--- config.mk ---
export PLATFORM = sky130hd
export DESIGN_NAME = pwm_deadtime
export DESIGN_NICKNAME = d
export VERILOG_FILES = /design/src/rtl/pwm_pkg.sv /design/src/rtl/pwm_dt_counter.sv /design/src/rtl/pwm_deadtime.sv
export SDC_FILE = /design/constraint.sdc
export NUM_CORES = 1
export LEC_CHECK = 0
export CAP_MARGIN = 10
export CORE_MARGIN = 10
export CORE_UTILIZATION = 40
export DETAILED_ROUTE_END_ITERATION = 16
export PLACE_DENSITY = 0.58
export SETUP_SLACK_MARGIN = 0.3
export SYNTH_ARGS = -nofsm -noshare
export SYNTH_HDL_FRONTEND = slang
export SYNTH_SLANG_ARGS = --single-unit
--- constraint.sdc ---
create_clock -name clk -period 2.93 [get_ports clk]
set_input_delay 0.4395 -clock clk [delete_from_list [all_inputs] [get_ports clk]]
set_output_delay 0.4395 -clock clk [all_outputs]
set_load 0.01 [all_outputs]
--- src/rtl/pwm_pkg.sv ---
// Shared definitions for the PWM channel, register block and dead-time stage.
//   PWM_DT_BITS : default width of dead-time registers and counters
//   dt_state_t  : gate-driver FSM state encoding
package pwm_pkg;

    localparam int unsigned PWM_DT_BITS = 16;

    typedef enum logic [2:0] {
        OFF,
        HI,
        LO,
        DT_TO_HI,
        DT_TO_LO,
        FAULT
    } dt_state_t;

endpackage

--- src/rtl/pwm_dt_counter.sv ---
// Loadable down-counter that times one dead interval.
// Ports:
//   clk    in   system clock
//   n_rst  in   asynchronous active-low reset (count -> 0)
//   clr    in   synchronous clear to 0 (highest priority)
//   load   in   load 'value' into the counter
//   value  in   DT_BITS load value
//   dec    in   decrement by one (ignored at 0, so the count never wraps)
//   le1    out  count is 0 or 1: the interval ends on this edge
module pwm_dt_counter
    import pwm_pkg::*;
#(
    parameter int unsigned DT_BITS = PWM_DT_BITS
) (
    input  logic               clk,
    input  logic               n_rst,
    input  logic               clr,
    input  logic               load,
    input  logic [DT_BITS-1:0] value,
    input  logic               dec,
    output logic               le1
);

    logic [DT_BITS-1:0] r_cnt;

    always_ff @(posedge clk or negedge n_rst) begin
        if (!n_rst) begin
            r_cnt <= '0;
        end else if (clr) begin
            r_cnt <= '0;
        end else if (load) begin
            r_cnt <= value;
        end else if (dec && (r_cnt != '0)) begin
            r_cnt <= r_cnt - 1'b1;
        end
    end

    assign le1 = (r_cnt[DT_BITS-1:1] == '0);

endmodule

--- src/rtl/pwm_deadtime.sv ---
// Complementary gate driver with programmable dead time, placed after a PWM
// channel. Both gates are held low for dead_reg cycles around every
// transition of pwm_in; pulses shorter than the dead time are suppressed.
// Optional feature macro: PWM_DT_FAULT_EN (adds a latched fault shutdown).
// Ports:
//   clk           in   system clock, rising edge
//   n_rst         in   asynchronous active-low reset
//   pwm_in        in   PWM waveform (already polarity-adjusted)
//   enable        in   1 = drive gates, 0 = both gates low
//   dead_in       in   DT_BITS dead time in clk cycles
//   dead_wen      in   write strobe for dead_in
//   fault_in      in   (PWM_DT_FAULT_EN) force FAULT state
//   fault_clr     in   (PWM_DT_FAULT_EN) leave FAULT when fault_in is low
//   fault_latched out  (PWM_DT_FAULT_EN) 1 while in FAULT
//   out_hi        out  high-side gate (registered)
//   out_lo        out  low-side gate (registered)
//   dead_active   out  1 while a dead interval runs (registered)
module pwm_deadtime
    import pwm_pkg::*;
#(
    parameter int unsigned DT_BITS = PWM_DT_BITS
) (
    input  logic               clk,
    input  logic               n_rst,
    input  logic               pwm_in,
    input  logic               enable,
    input  logic [DT_BITS-1:0] dead_in,
    input  logic               dead_wen,
`ifdef PWM_DT_FAULT_EN
    input  logic               fault_in,
    input  logic               fault_clr,
    output logic               fault_latched,
`endif
    output logic               out_hi,
    output logic               out_lo,
    output logic               dead_active
);

    dt_state_t          r_state;
    dt_state_t          w_nxt;
    logic [DT_BITS-1:0] r_dead;
    logic               r_out_hi;
    logic               r_out_lo;
    logic               r_dead_active;
    logic               w_fault;
    logic               w_clr;
    logic               w_load;
    logic               w_dec;
    logic               w_le1;
    logic               w_dead_zero;

`ifdef PWM_DT_FAULT_EN
    logic               r_fault_latched;
    assign w_fault       = fault_in;
    assign fault_latched = r_fault_latched;
`else
    assign w_fault = 1'b0;
`endif

    assign w_dead_zero = (r_dead == '0);

    // The counter loads r_dead's pre-edge value, so a dead_wen on the same
    // edge only affects the following interval.
    pwm_dt_counter #(.DT_BITS(DT_BITS)) u_cnt (
        .clk   (clk),
        .n_rst (n_rst),
        .clr   (w_clr),
        .load  (w_load),
        .value (r_dead),
        .dec   (w_dec),
        .le1   (w_le1)
    );

    // Next state and counter strobes. Fault beats everything, then enable.
    always_comb begin
        w_nxt  = r_state;
        w_clr  = 1'b0;
        w_load = 1'b0;
        w_dec  = 1'b0;
        if (w_fault) begin
            w_nxt = FAULT;
            w_clr = 1'b1;
        end
`ifdef PWM_DT_FAULT_EN
        else if (r_state == FAULT) begin
            w_clr = 1'b1;
            if (fault_clr) w_nxt = OFF;
        end
`endif
        else if (!enable) begin
            w_nxt = OFF;
            w_clr = 1'b1;
        end else begin
            case (r_state)
                OFF: begin
                    // Safe start: always pass through a dead interval.
                    w_nxt  = pwm_in ? DT_TO_HI : DT_TO_LO;
                    w_load = 1'b1;
                end
                LO: begin
                    if (pwm_in) begin
                        if (w_dead_zero) begin
                            w_nxt = HI;
                        end else begin
                            w_nxt  = DT_TO_HI;
                            w_load = 1'b1;
                        end
                    end
                end
                HI: begin
                    if (!pwm_in) begin
                        if (w_dead_zero) begin
                            w_nxt = LO;
                        end else begin
                            w_nxt  = DT_TO_LO;
                            w_load = 1'b1;
                        end
                    end
                end
                DT_TO_HI: begin
                    if (!pwm_in)    w_nxt = LO;
                    else if (w_le1) w_nxt = HI;
                    else            w_dec = 1'b1;
                end
                DT_TO_LO: begin
                    if (pwm_in)     w_nxt = HI;
                    else if (w_le1) w_nxt = LO;
                    else            w_dec = 1'b1;
                end
                default: begin
                    w_nxt = OFF;
                    w_clr = 1'b1;
                end
            endcase
        end
    end

    // Outputs are decoded from the next state into flops so the gates come
    // straight from registers and always match r_state.
    always_ff @(posedge clk or negedge n_rst) begin
        if (!n_rst) begin
            r_state         <= OFF;
            r_dead          <= '0;
            r_out_hi        <= 1'b0;
            r_out_lo        <= 1'b0;
            r_dead_active   <= 1'b0;
`ifdef PWM_DT_FAULT_EN
            r_fault_latched <= 1'b0;
`endif
        end else begin
            if (dead_wen) r_dead <= dead_in;
            r_state         <= w_nxt;
            r_out_hi        <= (w_nxt == HI);
            r_out_lo        <= (w_nxt == LO);
            r_dead_active   <= (w_nxt == DT_TO_HI) || (w_nxt == DT_TO_LO);
`ifdef PWM_DT_FAULT_EN
            r_fault_latched <= (w_nxt == FAULT);
`endif
        end
    end

    assign out_hi      = r_out_hi;
    assign out_lo      = r_out_lo;
    assign dead_active = r_dead_active;

endmodule
# Word-level counts from Yosys, hierarchy flattened
# Index checks and enable logic that the tools add are counted.
dict set report word_totals {
  regBits 38
  latchBits 0
  ramBits 0
  rom_bits 0
  in_bits 21
  output_inout_bits 3
  elab_cells 49
  mem_count 0
}
dict set report op_classes {
  addsub 1
  mul 0
  div_mod_pow 0
  n_lt_le_gt_ge 0
  eq_ne 8
  shift 0
  mux 26
  bitwise 0
  reduce_logical 8
}
# cell count
set ops {}
lappend ops {{2-to-1 mux 16 bit} 3}
lappend ops {{2-to-1 mux 3 bit} 9}
lappend ops {{logical NOT 16 bit} 1}
lappend ops {{nonzero test 16 bit} 1}
lappend ops {{subtractor 16 x 1 -> 16 bit (second input constant)} 1}
lappend ops {{logical NOT 15 bit} 1}
lappend ops {{case mux 3 bit (5 select lines)} 1}
lappend ops {{equality test 3 x 2 -> 1 bit (second input constant)} 4}
lappend ops {{2-to-1 mux 1 bit} 10}
lappend ops {{equality test 3 x 1 -> 1 bit (second input constant)} 2}
lappend ops {{equality test 3 bit (second input constant)} 2}
lappend ops {{OR reduction 5 bit} 1}
lappend ops {{logical NOT 3 bit} 1}
lappend ops {{case mux 1 bit (3 select lines)} 1}
lappend ops {{nonzero test 3 bit} 1}
lappend ops {{2-to-1 mux 2 bit} 1}
lappend ops {{case mux 1 bit (2 select lines)} 1}
lappend ops {{logical AND 1 bit} 1}
lappend ops {{logical OR 1 bit} 1}

# Depth between registers and ports, before layout
dict set report logic_depth {
  depth_word 9
  depth_mapped 8
  ltp_nobuf 7
}

# By module
# From an unflattened synthesis, not the netlist that was laid out.
dict set report unflattened {
  cells_unflattened 198
  hier_area_um2 2064.5
}
# mod n_inst cells_each area_each_um2 seq_area_each_um2
set by_module_without_submodules {}
lappend by_module_without_submodules {pwm_dt_counter 1 122 1096.1 400.4}
lappend by_module_without_submodules {pwm_deadtime 1 76 968.4 550.5}

# Least setup slack after synthesis
# Ideal clock, no wire load.
dict set report synth_path {
  kind {register -> register}
  from {reg u_cnt.r_cnt[12]}
  to {reg r_dead_active, in the netlist dead_active}
  setup_ns 0.125
  t_arrival_ns 2.091
  t_required_ns 2.805
  slack_ns 0.714
  path_stages_with_launch 6
  n_path_buf 0
  synth_period_minus_slack_ns 2.216
  path_cell_list {dfrtp_1 or4_4 or3_1 or2_4 o221ai_4 mux2_4}
}
dict set report synth_between {
  elab_chain_cells 7
  elab_cells_between_ends 10
  classes_between {eq/ne (2); mux (6); reduce/logical (2)}
}
# element line_no
set synth_lines {}
lappend synth_lines {{from (decl)} pwm_dt_counter.sv:24} ;# logic [DT_BITS-1:0] r_cnt;
lappend synth_lines {{from (signal assigned)} pwm_dt_counter.sv:32} ;# r_cnt <= value;
lappend synth_lines {{from (signal assigned)} pwm_dt_counter.sv:34} ;# r_cnt <= r_cnt - 1'b1;
lappend synth_lines {{logical NOT 15 bit *} pwm_dt_counter.sv:38} ;# assign le1 = (r_cnt[DT_BITS-1:1] == '0);
lappend synth_lines {{2-to-1 mux 3 bit (on tied branches)} {pwm_deadtime.sv:127, pwm_deadtime.sv:122}}
lappend synth_lines {{2-to-1 mux 3 bit (on tied branches)} {pwm_deadtime.sv:126, pwm_deadtime.sv:121}}
lappend synth_lines {{case mux 3 bit (5 select lines) *} pwm_deadtime.sv:94} ;# case (r_state)
lappend synth_lines {{2-to-1 mux 3 bit *} pwm_deadtime.sv:90} ;# else if (!enable) begin
lappend synth_lines {{via w_nxt[1]} pwm_deadtime.sv:40} ;# dt_state_t w_nxt;
lappend synth_lines {{equality test 3 x 2 -> 1 bit / equality test 3 bit (equally long branches)} pwm_deadtime.sv:155} ;# r_dead_active <= (w_nxt == DT_TO_HI) || (w_nxt == DT_TO_LO);
lappend synth_lines {{logical OR 1 bit *} pwm_deadtime.sv:155}
lappend synth_lines {{to (signal assigned)} pwm_deadtime.sv:155}
lappend synth_lines {{to (decl)} pwm_deadtime.sv:44} ;# logic r_dead_active;
# Mark *: on every way through the listed nets, which the timed path passes. The rest lies on a longest branch.
# A chain may end at the register's enable or synchronous reset.

# Worst setup path after layout
dict set report layout_path {
  from {reg r_dead[8]}
  to {reg r_dead_active, in the netlist dead_active}
}
dict set report layout_between {
  elab_chain_cells 7
  elab_cells_between_ends 10
  classes_between {eq/ne (2); mux (6); reduce/logical (2)}
}
# element line_no
set layout_lines {}
lappend layout_lines {{from (decl)} pwm_deadtime.sv:41} ;# logic [DT_BITS-1:0] r_dead;
lappend layout_lines {{from (signal assigned)} pwm_deadtime.sv:151} ;# if (dead_wen) r_dead <= dead_in;
lappend layout_lines {{logical NOT 16 bit *} pwm_deadtime.sv:60} ;# assign w_dead_zero = (r_dead == '0);
lappend layout_lines {{2-to-1 mux 3 bit / 2-to-1 mux 2 bit (equally long branches)} {pwm_deadtime.sv:112, pwm_deadtime.sv:102}}
lappend layout_lines {{2-to-1 mux 3 bit (on tied branches)} {pwm_deadtime.sv:111, pwm_deadtime.sv:101}}
lappend layout_lines {{case mux 3 bit (5 select lines) *} pwm_deadtime.sv:94}
lappend layout_lines {{2-to-1 mux 3 bit *} pwm_deadtime.sv:90}
lappend layout_lines {{via w_nxt[1]} pwm_deadtime.sv:40}
lappend layout_lines {{equality test 3 x 2 -> 1 bit / equality test 3 bit (equally long branches)} pwm_deadtime.sv:155}
lappend layout_lines {{logical OR 1 bit *} pwm_deadtime.sv:155}
# Marked as above.

==> flow_metrics.env <==
export IMPL_status="finished clean"
export IMPL_multi_input_area_um2=1050
export IMPL_seq_area_frac_synth=0.456
export IMPL_coreArea_um2=5070
export IMPL_synth_cells=196
export IMPL_via_per_inst=5.89
export IMPL_synth_edf_count=0
export IMPL_power_mw=1.34
export IMPL_port_buffers=23
export IMPL_slew_headroom=0.417
export IMPL_fp_row_count=26
export IMPL_path_max_fanout=4
export IMPL_ys_warn_count=0
export IMPL_die_h_um=92.2
export IMPL_start_util=0.411
export IMPL_postCtsHoldBufs=0
export IMPL_fill_cells=492
export IMPL_hold_path_class="primary input to async pin"
export IMPL_n_antenna_cell=0
export IMPL_synth_flop_cell="dfrtp_1"
export IMPL_synthToLayoutAreaGrowth_pct=16.9
export IMPL_hold_viol_final=0
export IMPL_cpPeakStageDelay_ns=0.65
export IMPL_final_nets=241
export IMPL_fmaxAchievable_ghz=0.401
export IMPL_worstPathRequired_ns=3.10
export IMPL_cts_buffer_depth=2
export IMPL_dr_total_vias=1702
export IMPL_cts_htree_levels=2
export IMPL_routabilityCongestion=0.809
export IMPL_dieArea_um2=8490
export IMPL_die_w_um=92.2
export IMPL_grt_pass1_vias=1700
export IMPL_ys_ff_latch=38
export IMPL_finalSetupTns_ns=0
export IMPL_num_io_pins=24
export IMPL_layout_common_cells="38 x dfrtp_1, 22 x clkdlybuf4s50_1, 17 x mux2_2"
export IMPL_clk_latency_ns=0.28
export IMPL_fin_crit_sh=0.851
export IMPL_drc=0
export IMPL_final_common_cell="dfrtp_1"
export IMPL_hpwl_um=3630
export IMPL_drtPass1Iterations=4
export IMPL_irDropWorstVdd_mv=0.218
export IMPL_avgSynthCellArea_um2=10.6
export IMPL_path_clk_slew_ns=0.07
export IMPL_power_density_nw_per_um2=552
export IMPL_grt_first_pass_wirelength_um=8490
export IMPL_routed_wl_um=5010
export IMPL_cts_root_buf="clkbuf_8"
export IMPL_finalSetupViolCount=0
export IMPL_crit_path_start_kind="register"
export IMPL_fin_skew_ns=0.00452
export IMPL_crit_type="register to register"
export IMPL_drive_above_1_share=0.183
export IMPL_postRouteAntennaNets=0
export IMPL_crit_arrival_ns=2.66
export IMPL_cts_tree="built"
export IMPL_rsz0062_at_grt="false"
export IMPL_grt_ovfl_total=0
export IMPL_async_reset_ff_frac=1.00
export IMPL_critPathCaptureType="register"
export IMPL_maxSlewViolCount=0
export IMPL_netlist_area_um2=2080
export IMPL_finalCriticalPeriod_ns=2.49
export IMPL_seqCellArea_um2=951
export IMPL_synth_distinct_cells=54
export IMPL_grt_usage=0.123
export IMPL_routedWlPerCell_um=17.3
export IMPL_utilization=0.480
export IMPL_place_area_um2=2360
export IMPL_slowest_stage="nor4_1"
export IMPL_crit_path_cell_trace="nor4_1 > a41oi_1 > a311oi_1 > o221ai_4 > mux2_4"
export IMPL_design_area_um2=2430
export IMPL_p_leak_nw=0.938
export IMPL_drt_iter0_drc=92
export IMPL_clock_sinks=38
export IMPL_maxCapViolCount=0
export IMPL_antenna_found_initial=0
export IMPL_worstMarginPinSlew_ns=0.875
export IMPL_fin_hold_ws_ns=0.269
export IMPL_numCtsBuffers=5
export IMPL_syn_nets=218
export IMPL_grt_max_degree=39
==> synthesized netlist by cell type (2+ instances only) <==
library cell,number,share of area
a2111oi_0,2,0.0084
a21o_1,2,0.0072
a21oi_1,6,0.014
a22oi_1,3,0.011
a31oi_1,7,0.021
clkbuf_1,7,0.013
clkbuf_8,2,0.013
dfrtp_1,38,0.46
inv_1,6,0.011
mux2_2,17,0.092
mux2i_1,2,0.0096
nand2_1,15,0.027
nand2b_1,2,0.0060
nand3_1,3,0.0072
nand4_1,4,0.012
nor2_1,15,0.027
nor3_1,4,0.0096
nor4_1,6,0.018
o211ai_1,2,0.0072
o21ai_0,8,0.019
o22a_1,3,0.013
o311ai_0,3,0.013
o41ai_1,2,0.0084
or3_1,2,0.0060
or3_2,3,0.011
or4_1,4,0.014
==> worst paths after layout <==
path / from / end / slack [ns] / cells after the start
max: r_dead[8] / dead_active / 0.44 / 5
min: n_rst / r_state[0] / 0.27 / 1
max reg2reg: r_dead[8] / dead_active / 0.44 / 5
min reg2reg: u_cnt.r_cnt[14] / u_cnt.r_cnt[14] / 0.53 / 1
max in group asynchronous: n_rst / r_dead[7] / 2.11 / 1
min in group clk: u_cnt.r_cnt[14] / u_cnt.r_cnt[14] / 0.53 / 1
==> metrics by stage <==
step	instances	setup slack [ns]
CTS	289	0.437
detailed placement	282	0.227
global route	289	0.333
floorplan	196	0.714
finish	289	0.436
global placement	282	0.335
==> state kept, by name (all words and copies together), names as in the netlist <==
| signal | count |
|---|---|
| dead_active | 1 |
| r_dead | 16 |
| out_hi | 1 |
| r_state | 3 |
| out_lo | 1 |
| u_cnt.r_cnt | 16 |
==> report_power, final <==
group          internal (mW)  switching (mW)  leakage, nW
registers              0.597          0.0826        0.467
logic                  0.156           0.173        0.432
clock network          0.164           0.172       0.0383
==> cell type report <==
cell class,instances,area share
clock buffers,7,0.0313
inverters,6,0.00925
multi-input cells,142,0.431
flip-flops and latches,38,0.391
well taps,70,0.0360
repair buffers,26,0.102
==> worst max-delay path, delay by kind of cell, from the launching register on <==
kind | cells | cell delay, ns
AOI/OAI and AO/OA | 3 | 1.01
DFF | 1 | 0.41
muxes | 1 | 0.32
and+or+nand+nor | 1 | 0.65
==> layer usage <==
layer  routed length [µm]  up-vias  part of all wire  GRT usage
li1                     -      800                 -          -
met1                 2280      859              0.45      0.151
met2                 2470       37              0.49      0.204
met3                  165        6             0.033     0.0310
met4                   94        0             0.019     0.0411
met5                    0        -                 0          0
==> cells by family (layout without fill, tap and decap cells) <==
kind of cell / count (synthesis) / count (layout) / synth area share
buffers and inverters: 16 / 39 / 0.0402
and+or+nand+nor: 70 / 70 / 0.192
DFF: 38 / 38 / 0.456
AOI/OAI and AO/OA: 49 / 49 / 0.189
adders and majority gates: 1 / 1 / 0.00601
xor gates and xnor gates: 2 / 2 / 0.00841
muxes: 20 / 20 / 0.109
==> repair_timing <==
item                                    4_1_cts  5_1_grt
buffers inserted                              0        0
endpoints found under the hold margin         0        0
endpoints found under the setup margin        0        2
gates resized for setup                       0        1
Note: power is estimated with default switching activity, not from simulation.
